===== src/rtl/uar_rx_fifo_if.sv =====
// Host-facing bundle for the uar receive FIFO: frame inputs from the uar,
// host read/clear controls, and the FIFO's read and status outputs.
interface uar_rx_fifo_if #(
    parameter int DATA_W     = 8,
    parameter int DEPTH_LOG2 = 4,
    parameter int ERR_CNT_W  = 8
);
    logic [DATA_W-1:0]    dIn;
    logic                 dReady;
    logic                 dError;
    logic                 rd_en;
    logic                 clr_ovr;
    logic [DATA_W-1:0]    rd_data;
    logic                 rd_valid;
    logic                 empty;
    logic                 full;
    logic [DEPTH_LOG2:0]  level;
    logic                 overrun;
    logic [ERR_CNT_W-1:0] err_cnt;

    // Side that feeds frames and issues reads (uar + host).
    modport master (
        output dIn, dReady, dError, rd_en, clr_ovr,
        input  rd_data, rd_valid, empty, full, level, overrun, err_cnt
    );

    // The FIFO itself.
    modport slave (
        input  dIn, dReady, dError, rd_en, clr_ovr,
        output rd_data, rd_valid, empty, full, level, overrun, err_cnt
    );
endinterface


===== src/rtl/uar_rx_fifo.sv =====
// Receive buffer behind the uar: one capture per dReady rising edge, good
// bytes into a DEPTH-entry FIFO, error frames discarded and counted, sticky
// overrun when a good byte meets a full FIFO, registered host read port.
module uar_rx_fifo #(
    parameter int DATA_W     = 8,
    parameter int DEPTH_LOG2 = 4,
    parameter int ERR_CNT_W  = 8
) (
    input  logic          clk,
    input  logic          gl_reset,
    uar_rx_fifo_if.slave  bus
);
    localparam int                  DEPTH    = 1 << DEPTH_LOG2;
    localparam logic [DEPTH_LOG2:0] LVL_ONE  = 1;
    localparam logic [DEPTH_LOG2:0] LVL_FULL = DEPTH;
    localparam logic [DEPTH_LOG2-1:0] PTR_ONE = 1;
    localparam logic [ERR_CNT_W-1:0]  ERR_ONE = 1;

    logic [DATA_W-1:0]     r_mem [DEPTH];
    logic [DEPTH_LOG2-1:0] r_wr_ptr;
    logic [DEPTH_LOG2-1:0] r_rd_ptr;
    logic [DEPTH_LOG2:0]   r_level;
    logic                  r_empty;
    logic                  r_full;
    logic                  r_rdy_q;
    logic                  r_overrun;
    logic [ERR_CNT_W-1:0]  r_err_cnt;
    logic [DATA_W-1:0]     r_rd_data;
    logic                  r_rd_valid;

    logic                  w_frame_evt;
    logic                  w_rd_acc;
    logic                  w_wr_acc;
    logic                  w_ovr_evt;
    logic                  w_err_evt;
    logic [DEPTH_LOG2:0]   w_level_nxt;

    // A read frees a slot in the same cycle, so a full FIFO can still
    // accept a good frame when the host reads alongside it.
    assign w_frame_evt = bus.dReady & ~r_rdy_q;
    assign w_rd_acc    = bus.rd_en & ~r_empty;
    assign w_err_evt   = w_frame_evt & bus.dError;
    assign w_wr_acc    = w_frame_evt & ~bus.dError & (~r_full | w_rd_acc);
    assign w_ovr_evt   = w_frame_evt & ~bus.dError & r_full & ~w_rd_acc;

    // Next occupancy: +1 write only, -1 read only, hold otherwise.
    always_comb begin
        // NOTE: default first so every path assigns it and no latch is inferred.
        w_level_nxt = r_level;
        case ({w_wr_acc, w_rd_acc})
            2'b10:   w_level_nxt = r_level + LVL_ONE;
            2'b01:   w_level_nxt = r_level - LVL_ONE;
            default: w_level_nxt = r_level;
        endcase
    end

    // Byte storage; the read port picks up the old entry even when the same
    // slot is rewritten this cycle (full FIFO with simultaneous read+write).
    always_ff @(posedge clk) begin
        // NOTE: storage has no reset; the pointers and level define what is valid.
        if (w_wr_acc)
            r_mem[r_wr_ptr] <= bus.dIn;
    end

    // Pointers, occupancy flags, edge detector and read register.
    always_ff @(posedge clk) begin
        if (gl_reset) begin
            r_wr_ptr   <= '0;
            r_rd_ptr   <= '0;
            r_level    <= '0;
            r_empty    <= 1'b1;
            r_full     <= 1'b0;
            // Start "high" so a dReady already asserted across reset is not a new frame.
            r_rdy_q    <= 1'b1;
            r_rd_data  <= '0;
            r_rd_valid <= 1'b0;
        end else begin
            // NOTE: non-blocking assignments so every register sees pre-edge values.
            r_rdy_q    <= bus.dReady;
            r_level    <= w_level_nxt;
            r_empty    <= (w_level_nxt == '0);
            r_full     <= (w_level_nxt == LVL_FULL);
            r_rd_valid <= w_rd_acc;
            if (w_wr_acc)
                r_wr_ptr <= r_wr_ptr + PTR_ONE;
            if (w_rd_acc) begin
                r_rd_data <= r_mem[r_rd_ptr];
                r_rd_ptr  <= r_rd_ptr + PTR_ONE;
            end
        end
    end

    // Sticky overrun (a same-cycle event beats clr_ovr) and saturating error count.
    always_ff @(posedge clk) begin
        if (gl_reset) begin
            r_overrun <= 1'b0;
            r_err_cnt <= '0;
        end else begin
            if (w_ovr_evt)
                r_overrun <= 1'b1;
            else if (bus.clr_ovr)
                r_overrun <= 1'b0;
            if (w_err_evt && (r_err_cnt != '1))
                r_err_cnt <= r_err_cnt + ERR_ONE;
        end
    end

    assign bus.rd_data  = r_rd_data;
    assign bus.rd_valid = r_rd_valid;
    assign bus.empty    = r_empty;
    assign bus.full     = r_full;
    assign bus.level    = r_level;
    assign bus.overrun  = r_overrun;
    assign bus.err_cnt  = r_err_cnt;
endmodule


===== src/flat_wrapper.sv =====
// flat-port wrapper written by rule: the top's interface ports become plain ports
module uar_rx_fifo_flat 
#(
    parameter int DATA_W     = 8,
    parameter int DEPTH_LOG2 = 4,
    parameter int ERR_CNT_W  = 8
)
  (clk, gl_reset, bus_dIn, bus_dReady, bus_dError, bus_rd_en, bus_clr_ovr, bus_rd_data, bus_rd_valid, bus_empty, bus_full, bus_level, bus_overrun, bus_err_cnt);
  uar_rx_fifo_if #(.DATA_W(DATA_W), .DEPTH_LOG2(DEPTH_LOG2), .ERR_CNT_W(ERR_CNT_W)) bus_i ();
  input  logic clk;
  input  logic gl_reset;
  input wire logic [$bits(bus_i.dIn)-1:0] bus_dIn;
  input wire logic [$bits(bus_i.dReady)-1:0] bus_dReady;
  input wire logic [$bits(bus_i.dError)-1:0] bus_dError;
  input wire logic [$bits(bus_i.rd_en)-1:0] bus_rd_en;
  input wire logic [$bits(bus_i.clr_ovr)-1:0] bus_clr_ovr;
  output wire logic [$bits(bus_i.rd_data)-1:0] bus_rd_data;
  output wire logic [$bits(bus_i.rd_valid)-1:0] bus_rd_valid;
  output wire logic [$bits(bus_i.empty)-1:0] bus_empty;
  output wire logic [$bits(bus_i.full)-1:0] bus_full;
  output wire logic [$bits(bus_i.level)-1:0] bus_level;
  output wire logic [$bits(bus_i.overrun)-1:0] bus_overrun;
  output wire logic [$bits(bus_i.err_cnt)-1:0] bus_err_cnt;
  assign bus_i.dIn = bus_dIn;
  assign bus_i.dReady = bus_dReady;
  assign bus_i.dError = bus_dError;
  assign bus_i.rd_en = bus_rd_en;
  assign bus_i.clr_ovr = bus_clr_ovr;
  assign bus_rd_data = bus_i.rd_data;
  assign bus_rd_valid = bus_i.rd_valid;
  assign bus_empty = bus_i.empty;
  assign bus_full = bus_i.full;
  assign bus_level = bus_i.level;
  assign bus_overrun = bus_i.overrun;
  assign bus_err_cnt = bus_i.err_cnt;
  uar_rx_fifo #(.DATA_W(DATA_W), .DEPTH_LOG2(DEPTH_LOG2), .ERR_CNT_W(ERR_CNT_W)) u_core (.clk(clk), .gl_reset(gl_reset), .bus(bus_i));
endmodule

===== config.mk =====
export PLATFORM = sky130hd
export DESIGN_NAME = uar_rx_fifo_flat
export DESIGN_NICKNAME = d
export VERILOG_FILES = /design/src/rtl/uar_rx_fifo_if.sv /design/src/rtl/uar_rx_fifo.sv /design/src/flat_wrapper.sv
export SDC_FILE = /design/constraint.sdc
export NUM_CORES = 1
export LEC_CHECK = 0
export CORE_ASPECT_RATIO = 0.8
export CORE_MARGIN = 2
export CORE_UTILIZATION = 66
export CTS_BUF_LIST = sky130_fd_sc_hd__clkbuf_4 sky130_fd_sc_hd__clkbuf_8
export CTS_CLUSTER_DIAMETER = 100
export CTS_CLUSTER_SIZE = 25
export DETAILED_ROUTE_END_ITERATION = 10
export PLACE_DENSITY_LB_ADDON = 0.12
export SLEW_MARGIN = 30
export SYNTH_ARGS = -nofsm -noshare
export SYNTH_HDL_FRONTEND = slang
export SYNTH_SLANG_ARGS = --single-unit

===== constraint.sdc =====
create_clock -name clk -period 7.1 [get_ports clk]
set_input_delay 1.775 -clock clk [delete_from_list [all_inputs] [get_ports clk]]
set_output_delay 1.775 -clock clk [all_outputs]
set_load 0.02 [all_outputs]

# Word level (Yosys, flattened, before mapping)
# Memories as Yosys holds them, arrays and structs flattened. A register that Yosys moved wholly into a read port is not among the register bits.
# Cells that the tools add are included.
# totals
regBits	26
latch_bits	0
ramBits	128
mem_bits_ro	0
input_bits	14
output_inout_bits	25
mem_count	1
# op_classes
n_addsub	5
mul	0
n_div	0
magnitude_cmp	0
eq_ne	4
n_shift	0
muxes	5
n_bitwise	13
n_reduce_logical	3
# memory_table
name	depth	word_bits	read_ports	rd_clocked_by_memory_dff	wr	line_no	source
u_core.r_mem	16	8	1	1	1	uar_rx_fifo.sv:19	logic [DATA_W-1:0] r_mem [DEPTH];
# ops
op	n
5-bit one-hot mux with 2 select lines	1
4-bit by 1-bit adder with 4-bit output, second input constant	2
8-bit by 1-bit adder with 8-bit output, second input constant	1
8-bit inequality test, second input constant	1
1-bit AND	7
5-bit by 1-bit adder with 5-bit output, second input constant	1
5-bit == test, second input constant	1
5-bit zero test	1
1-bit NOT	5
5-bit by 1-bit subtractor with 5-bit output, second input constant	1
1-bit two-way mux	4
2-bit by 1-bit == test with 1-bit output, second input constant	1
2-bit == test, second input constant	1
2-bit nonzero test	1
1-bit logical AND	1
1-bit bitwise OR	1

# Logic depth before layout (Yosys ltp)
# Gate-level depths: netlist of the first run.
# depth
depth_word	7
ltp_mapped	12
ltp_nobuf	11

# Worst setup path before layout of the first run
# OpenSTA, ideal clock, no wires.
# synth_path
path_kind	input to register
from	input port bus_dError
to	register u_core.r_full, in the netlist u_core.bus.full
t_arrival_ps	4025
path_slack_ps	2958
cell_stages	12
path_buffers	1
path_cell_list	nor3b_1 -> a21boi_2 -> inv_1 -> ha_1 -> buf_2 -> xor2_1 -> ha_1 -> o21a_1 -> o21ai_0 -> a221oi_1 -> mux2_2 -> o2111a_1
# synth_via
elab_chain_cells	6
elab_cells_between_ends	7
cone_classes	3 x eq/ne; 1 x mux; 3 x bitwise
# synth_lines
item	line_no	source
start, declared	flat_wrapper.sv:14	input wire logic [$bits(bus_i.dError)-1:0] bus_dError;
1-bit NOT (*)	uar_rx_fifo.sv:43	assign w_wr_acc = w_frame_evt & ~bus.dError & (~r_full | w_rd_acc);
1-bit AND (*) (2 in series)	uar_rx_fifo.sv:43	
2-bit by 1-bit == test with 1-bit output or 2-bit == test (tied branches)	uar_rx_fifo.sv:50	case ({w_wr_acc, w_rd_acc})
5-bit one-hot mux with 2 select lines (*)	uar_rx_fifo.sv:50	
5-bit == test (*)	uar_rx_fifo.sv:82	r_full <= (w_level_nxt == LVL_FULL);
end signal, assigned	uar_rx_fifo.sv:82	
end, declared	uar_rx_fifo.sv:24	logic r_full;
# Every way passes the cells marked *; elsewhere a longest branch is shown, timed or not.
# A chain may end at the register's enable or synchronous reset.

# Final worst setup path of the first run
# layout_path
from	input port bus_rd_en
to	register u_core.r_full, in the netlist u_core.bus.full
# layout_via
elab_chain_cells	6
elab_cells_between_ends	7
cone_classes	3 x eq/ne; 1 x mux; 3 x bitwise
# layout_lines
item	line_no	source
start, declared	flat_wrapper.sv:15	input wire logic [$bits(bus_i.rd_en)-1:0] bus_rd_en;
1-bit AND (*)	uar_rx_fifo.sv:41	assign w_rd_acc = bus.rd_en & ~r_empty;
1-bit bitwise OR	uar_rx_fifo.sv:43	
1-bit AND	uar_rx_fifo.sv:43	
2-bit by 1-bit == test with 1-bit output or 2-bit == test (tied branches)	uar_rx_fifo.sv:50	
5-bit one-hot mux with 2 select lines (*)	uar_rx_fifo.sv:50	
5-bit == test (*)	uar_rx_fifo.sv:82	
# Marks and branches as above.

==> results of run 1 <==
==> logic make-up (layout without fill, tap and decap cells) <==
family	count (synthesis)	after routing	share of synthesized area [%]
XOR/XNOR	17	17	2.273
flip-flops	162	162	69.06
AO/OA/AOI/OAI	49	49	5.138
adder cells (fa/ha/maj)	10	10	1.910
buffers and inverters	27	82	2.616
multiplexers	38	38	12.85
AND/OR/NAND/NOR	86	86	6.150
==> worst max-delay path by stage <==
stage	from	endpoint	slack [ns]	cells past startpoint
floorplan	bus_dError	u_core.bus.full	2.96	12
global placement	bus_rd_en	u_core.bus.full	2.00	12
detailed placement	bus_rd_en	u_core.bus.full	1.85	12
CTS	bus_rd_en	u_core.bus.full	2.35	12
global route	bus_rd_en	u_core.bus.full	1.99	12
finish	bus_rd_en	u_core.bus.full	2.22	12
==> area by class of cell <==
type,instances,area [um^2]
Sequential cell,162,4528
Fill cell,575,2290
Multi-Input combinational cell,200,1856
Timing Repair Buffer,44,425.4
Clock buffer,18,241.5
Tap cell,136,170.2
Clock inverter,14,116.4
Inverter,6,22.52
==> power groups by stage <==
stage | clock network, mW | registers [mW] | logic, mW
3_5_place_dp | 0 | 1.09 | 0.192
3_3_place_gp | 0 | 1.09 | 0.188
5_1_grt | 0.648 | 1.08 | 0.211
2_1_floorplan | 0 | 1.08 | 0.147
6_report | 0.602 | 1.07 | 0.195
4_1_cts | 0.611 | 1.07 | 0.194
==> sequential cells by signal (all words and copies together), names as in the netlist <==
signal               flops
u_core.bus.empty         1
u_core.bus.err_cnt       8
u_core.bus.full          1
u_core.bus.level         5
u_core.bus.overrun       1
u_core.bus.rd_data       8
u_core.bus.rd_valid      1
u_core.r_mem           128
u_core.r_rd_ptr          4
u_core.r_rdy_q           1
u_core.r_wr_ptr          4
==> placed cells by master, fill, tap and decap left out, types with 2 or more instances in the layout <==
| master | instances |
|---|---|
| nand2_1 | 11 |
| nor3b_1 | 3 |
| mux2i_1 | 5 |
| nand3b_1 | 2 |
| mux4_2 | 16 |
| nor3_1 | 4 |
| a21oi_1 | 20 |
| buf_4 | 6 |
| ha_1 | 10 |
| a22oi_1 | 16 |
| dfxtp_1 | 33 |
| nand2b_1 | 3 |
| clkinv_1 | 3 |
| clkdlybuf4s50_1 | 38 |
| xor2_1 | 12 |
| inv_1 | 6 |
| nor2b_1 | 3 |
| xnor2_1 | 5 |
| clkinvlp_4 | 7 |
| mux4_1 | 16 |
| nor2_1 | 47 |
| edfxtp_1 | 128 |
| nand4_1 | 4 |
| o2111a_1 | 2 |
| clkbuf_8 | 17 |
| nand3_1 | 2 |
==> critical path, stage by stage <==
cell,delay [ns]
clkdlybuf4s50_1,0.46
nand2b_1,0.46
a21boi_2,0.56
inv_1,0.12
ha_1,0.35
xor2_1,0.21
ha_1,0.23
o21a_1,0.13
o21ai_0,0.08
a221oi_1,0.34
mux2_2,0.40
o2111a_1,0.12
==> layer usage <==
layer	GRT usage, %	up-vias	share of wire (%)
met1	36.53	1762	44
met2	37.18	150	47
met4	8.032	0	1.2
met3	6.546	13	7.0
li1	-	1608	-
met5	0	-	0
==> per-stage QoR <==
step	utilization (%)	cell area (um^2)	total power [mW]	worst slack [ns]
global route	76.27	7360	1.934	1.993
floorplan	-	6551	1.230	2.958
CTS	76.27	7360	1.876	2.349
detailed placement	72.56	7002	1.285	1.852
global placement	72.54	6999	1.281	2.000
finish	76.27	7360	1.869	2.221
==> impl_metrics.yaml, run 1 <==
logic_synthesis:
  synth.net_count: 413
  ys_ff_latch: 162
  synth_common_cells: "edfxtp_1 (128), nor2_1 (47), dfxtp_1 (34)"
  synth_most_common_cell: "edfxtp_1"
  synthesis.area_mm2: 0.006551
  syn_inst: 389
  synth_edf_count: 128
  synth_cell_types: 47
  synth_ff_type: "edfxtp_1"
  ys_seq_area_share_pct: 69.06
  ys_warn_count: 0
  synthArstFlopShare_pct: 0
  synth_area_leaders: "edfxtp_1 (59%), dfxtp_1 (10%), mux4_1 (6.4%)"
  synth_area_leader_cell: "edfxtp_1"
  avgSynthCellArea_um2: 16.84
  synth_top_area_share_pct: 58.67
place:
  portBuffers: 38
  place_congestion: 0.8180
  hpwlAfterDp_mm: 7.796
  place_inst: 548
clocking:
  h-tree-depth: 4
  numClockSinks: 162
  hold_buffers: 0
  clock_latency_ns: 0.45
  postCtsSetupBuffers: 0
  clockBufferDepth: 2
  clk_pin_slew_ns: 0.09
  numCtsBuffers: 17
  root_buffer: "clkbuf_8"
  cts_tree: "done"
  post_cts_resized: 0
floorplan:
  pin_count: 39
  row_count: 32
  dieArea_mm2: 0.01074
  fp.dieW_um: 115.4
  dieHeight_um: 93.11
  core_area_mm2: 0.009649
  initial_core_util_pct: 67.89
routing:
  drt_iter0_markers: 467
  vias: 3533
  wirelength_mm: 12.39
  drcViolationCount: 0
  antenna_left: 0
  wl_per_cell_um: 21.36
  via_per_inst: 6.091
  firstDrtPassIters: 5
status:
  outcome: "complete, no violations"
timing:
  period_share_pct: 68.73
  rsz0062_at_grt: "false"
  slew_headroom_pct: 36.98
  holdWs_ns: 0.4938
  fin_skew_ns: 0.01283
  finalMaxSlewViolations: 0
  tns_ns: 0
  max_freq_mhz: 204.9
  setup_viol: 0
  worstMarginPinSlew_ns: 0.9418
  fin_crit_ns: 4.879
  finalHoldViolations: 0
grt:
  grt_pass1_vias: 3382
  track_usage_pct: 24.90
  grt_max_degree: 36
  grt-ovfl-total: 0
  grt_pass1_wl_mm: 18.95
  antenna_found_initial: 0
worst_setup_path:
  cp-end-kind: "flip-flop"
  r2r_end: "u_core.bus.full"
  crit_required_ns: 7.46
  cp_max_fo: 21
  ff2ff_path_depth: 11
  r2r_slack_ns: 3.59
  r2r-start: "u_core.bus.empty"
  setup.worst_path.class: "primary input to flip-flop"
  critPathLaunchType: "primary input"
  arrival_ns: 5.24
finish:
  syn_to_final_growth_pct: 12.34
  fin_cells: 580
  insertedDiodeCount: 0
  nNetsFinal: 455
  drive_gt1_share_pct: 12.61
run:
  drv_cap: 0
worst_hold_path:
  hold_start: "u_core.bus.overrun"
  hold_depth: 2
  hp-class: "flip-flop to flip-flop"
  min_to: "u_core.bus.overrun"
power:
  powerDensity_mw_per_mm2: 253.9
  leakagePower_nw: 2.415
  switching_power_mw: 0.4538
  p_int_mw: 1.415
  seq_power_share_pct: 57.3
  p_comb_share_pct: 10.5
  p_sw_share_pct: 24.29
  vdd_drop_max_mv: 0.1645
  p_clk_share_pct: 32.2
Power figures use the tool's default switching activity.
==> run 2, diff against run 1 <==
--- a/config.mk
+++ b/config.mk
@@ -7,7 +7,7 @@
 export LEC_CHECK = 0
 export CORE_ASPECT_RATIO = 0.8
 export CORE_MARGIN = 2
-export CORE_UTILIZATION = 66
+export CORE_UTILIZATION = 55
 export CTS_BUF_LIST = sky130_fd_sc_hd__clkbuf_4 sky130_fd_sc_hd__clkbuf_8
 export CTS_CLUSTER_DIAMETER = 100
 export CTS_CLUSTER_SIZE = 25
==> constraint.sdc (replaced) <==
create_clock -name clk -period 4 [get_ports clk]
set_input_delay 1 -clock clk [delete_from_list [all_inputs] [get_ports clk]]
set_output_delay 1 -clock clk [all_outputs]
set_load 0.02 [all_outputs]
==> run 2 against run 1 <==
  * Sequential power grew 76%
  * Global-route usage shrank 4.4 points
  * Sequential share of layout area decreased by 1.2 points
  * Largest power group unchanged
  * Critical path type unchanged
  * Critical path depth stayed put
  * First-iteration DRC count fell by 25%
  * Die area grew 19%
  * Register-to-register slack lost 2.3 ns
  * Critical endpoint unchanged
==> impl_metrics.yaml, run 2 (synthesized netlist as in run 1, its figures left out) <==
floorplan:
  dieHeight_um: 101.6
  core_area_mm2: 0.01156
  fp.dieW_um: 126.0
  initial_core_util_pct: 56.67
  pin_count: 39
  dieArea_mm2: 0.01281
  row_count: 35
worst_hold_path:
  hold_start: "u_core.bus.rd_data[3]"
  hold_depth: 2
  hp-class: "flip-flop to flip-flop"
  min_to: "u_core.bus.rd_data[3]"
worst_setup_path:
  r2r_end: "u_core.bus.full"
  setup.worst_path.class: "primary input to flip-flop"
  r2r-start: "u_core.r_rdy_q"
  path_buf_inv: 2
  ff2ff_path_depth: 11
  crit_family: "compound AO/OA/AOI/OAI gates"
  cp-end-kind: "flip-flop"
  crit_required_ns: 4.33
  arrival_ns: 3.79
  max_stage_delay_ns: 0.48
  cp_max_fo: 10
  critPathLaunchType: "primary input"
  crit_top_cell: "ha_1"
  crit_chain: "clkdlybuf4s50_1 -> nor3b_1 -> a21boi_2 -> inv_1 -> ha_1 -> xor2_1 -> ha_1 -> o21a_1 -> o21ai_0 -> a221oi_1 -> mux2_2 -> o2111a_1"
  cpMaxStageDelayCell: "clkdlybuf4s50_1"
  r2r_slack_ns: 1.28
finish:
  drive_gt1_share_pct: 15.87
  final-seq-area_mm2: 0.004527
  fill_cells: 810
  nNetsFinal: 471
  layout_common_cells: "edfxtp_1 (128), nor2_1 (47), clkdlybuf4s50_1 (38), dfxtp_1 (32), buf_4 (22)"
  largest_reg_flops: 128
  multi_input_area_mm2: 0.001856
  insertedDiodeCount: 0
  largest-register: "u_core.r_mem"
  syn_to_final_growth_pct: 14.59
  final_common_cell: "edfxtp_1"
place:
  place_congestion: 0.7620
  portBuffers: 38
  hpwlAfterDp_mm: 8.030
timing:
  setup_viol: 0
  max_freq_mhz: 288.9
  worstMarginPinSlew_ns: 0.8829
  slew_headroom_pct: 41.14
  rsz0062_at_grt: "false"
  finalHoldViolations: 0
  period_share_pct: 86.52
  finalMaxSlewViolations: 0
  holdWs_ns: 0.4935
  fin_crit_ns: 3.461
  fin_skew_ns: 0.01164
  tns_ns: 0
clocking:
  root_buffer: "clkbuf_8"
  clock_latency_ns: 0.43
  numCtsBuffers: 17
  postCtsSetupBuffers: 0
  numClockSinks: 162
  clockBufferDepth: 2
  clk_pin_slew_ns: 0.08
  post_cts_resized: 0
  h-tree-depth: 4
  hold_buffers: 0
  cts_tree: "done"
grt:
  grt_pass1_vias: 3406
  grt_pass1_wl_mm: 19.24
  grt_max_degree: 36
  antenna_found_initial: 0
  grt-ovfl-total: 0
  track_usage_pct: 20.46
routing:
  firstDrtPassIters: 4
  wl_per_cell_um: 20.17
  drt_iter0_markers: 351
  antenna_left: 0
  wirelength_mm: 12.27
  vias: 3478
  via_per_inst: 5.720
  drcViolationCount: 0
power:
  powerDensity_mw_per_mm2: 450.3
  leakagePower_nw: 2.531
  vdd_drop_max_mv: 0.2336
run:
  drv_cap: 0
status:
  outcome: "complete, no violations"
==> run 2: cell count changes in the layout (fill, tap and decap cells not counted), sizes merged <==
cell / change
clkbuf: +2
clkinvlp: -5
clkinv: +2
buf: +16
bufinv: +1
==> run 2: final cells by class <==
type                       count  area share, %
sequential                   162          60.30
tap                          148          2.467
multi-input combinational    200          24.72
timing repair buffer          60          7.267
inverter                       6         0.3000
clock inverter                12          1.533
clock buffer                  20          3.417
==> run 2: layer usage <==
metal  global-route usage [%]  vias to the layer above  routed length (um)
met3                    4.966                        2                 719
met4                    6.002                        0                  31
met5                        0                        -                   0
li1                         -                     1633                   -
met2                    29.65                       84                5704
met1                    31.26                     1759                5808
==> run 2: worst max path at each step <==
stage	start	end	slack (ns)	cells past startpoint
6_report	bus_dReady	u_core.bus.full	0.54	12
5_1_grt	bus_dReady	u_core.bus.full	0.28	12
4_1_cts	bus_dReady	u_core.bus.full	0.56	12
3_5_place_dp	bus_dReady	u_core.bus.full	0.11	12
3_3_place_gp	bus_dReady	u_core.bus.full	0.18	12
2_1_floorplan	bus_dError	u_core.bus.full	0.63	12
==> run 2: report_power, final <==
part           total, mW  switching, mW  leakage (nW)  internal, mW
Sequential          1.88         0.0412          1.43          1.84
Combinational      0.369          0.181         0.914         0.188
Clock               1.13          0.565         0.189         0.566
==> run 2: per-stage QoR <==
step | area (um^2) | worst slack (ns) | power (mW) | util, % | std cells
floorplan | 6551 | 0.6326 | 2.182 | - | 389
global placement | 7136 | 0.1793 | 2.285 | 61.72 | 576
detailed placement | 7136 | 0.1088 | 2.290 | 61.72 | 576
CTS | 7507 | 0.5632 | 3.414 | 64.94 | 608
global route | 7507 | 0.2806 | 3.514 | 64.94 | 608
finish | 7507 | 0.5390 | 3.381 | 64.94 | 608
==> run 2: worst reg2reg max path: cells and delay by family (launching register included) <==
family,cells,cell delay [ns]
AO/OA/AOI/OAI,5,0.83
adder cells (fa/ha/maj),2,0.52
multiplexers,1,0.40
flip-flops,1,0.31
AND/OR/NAND/NOR,1,0.28
XOR/XNOR,1,0.20
buffers and inverters,1,0.07
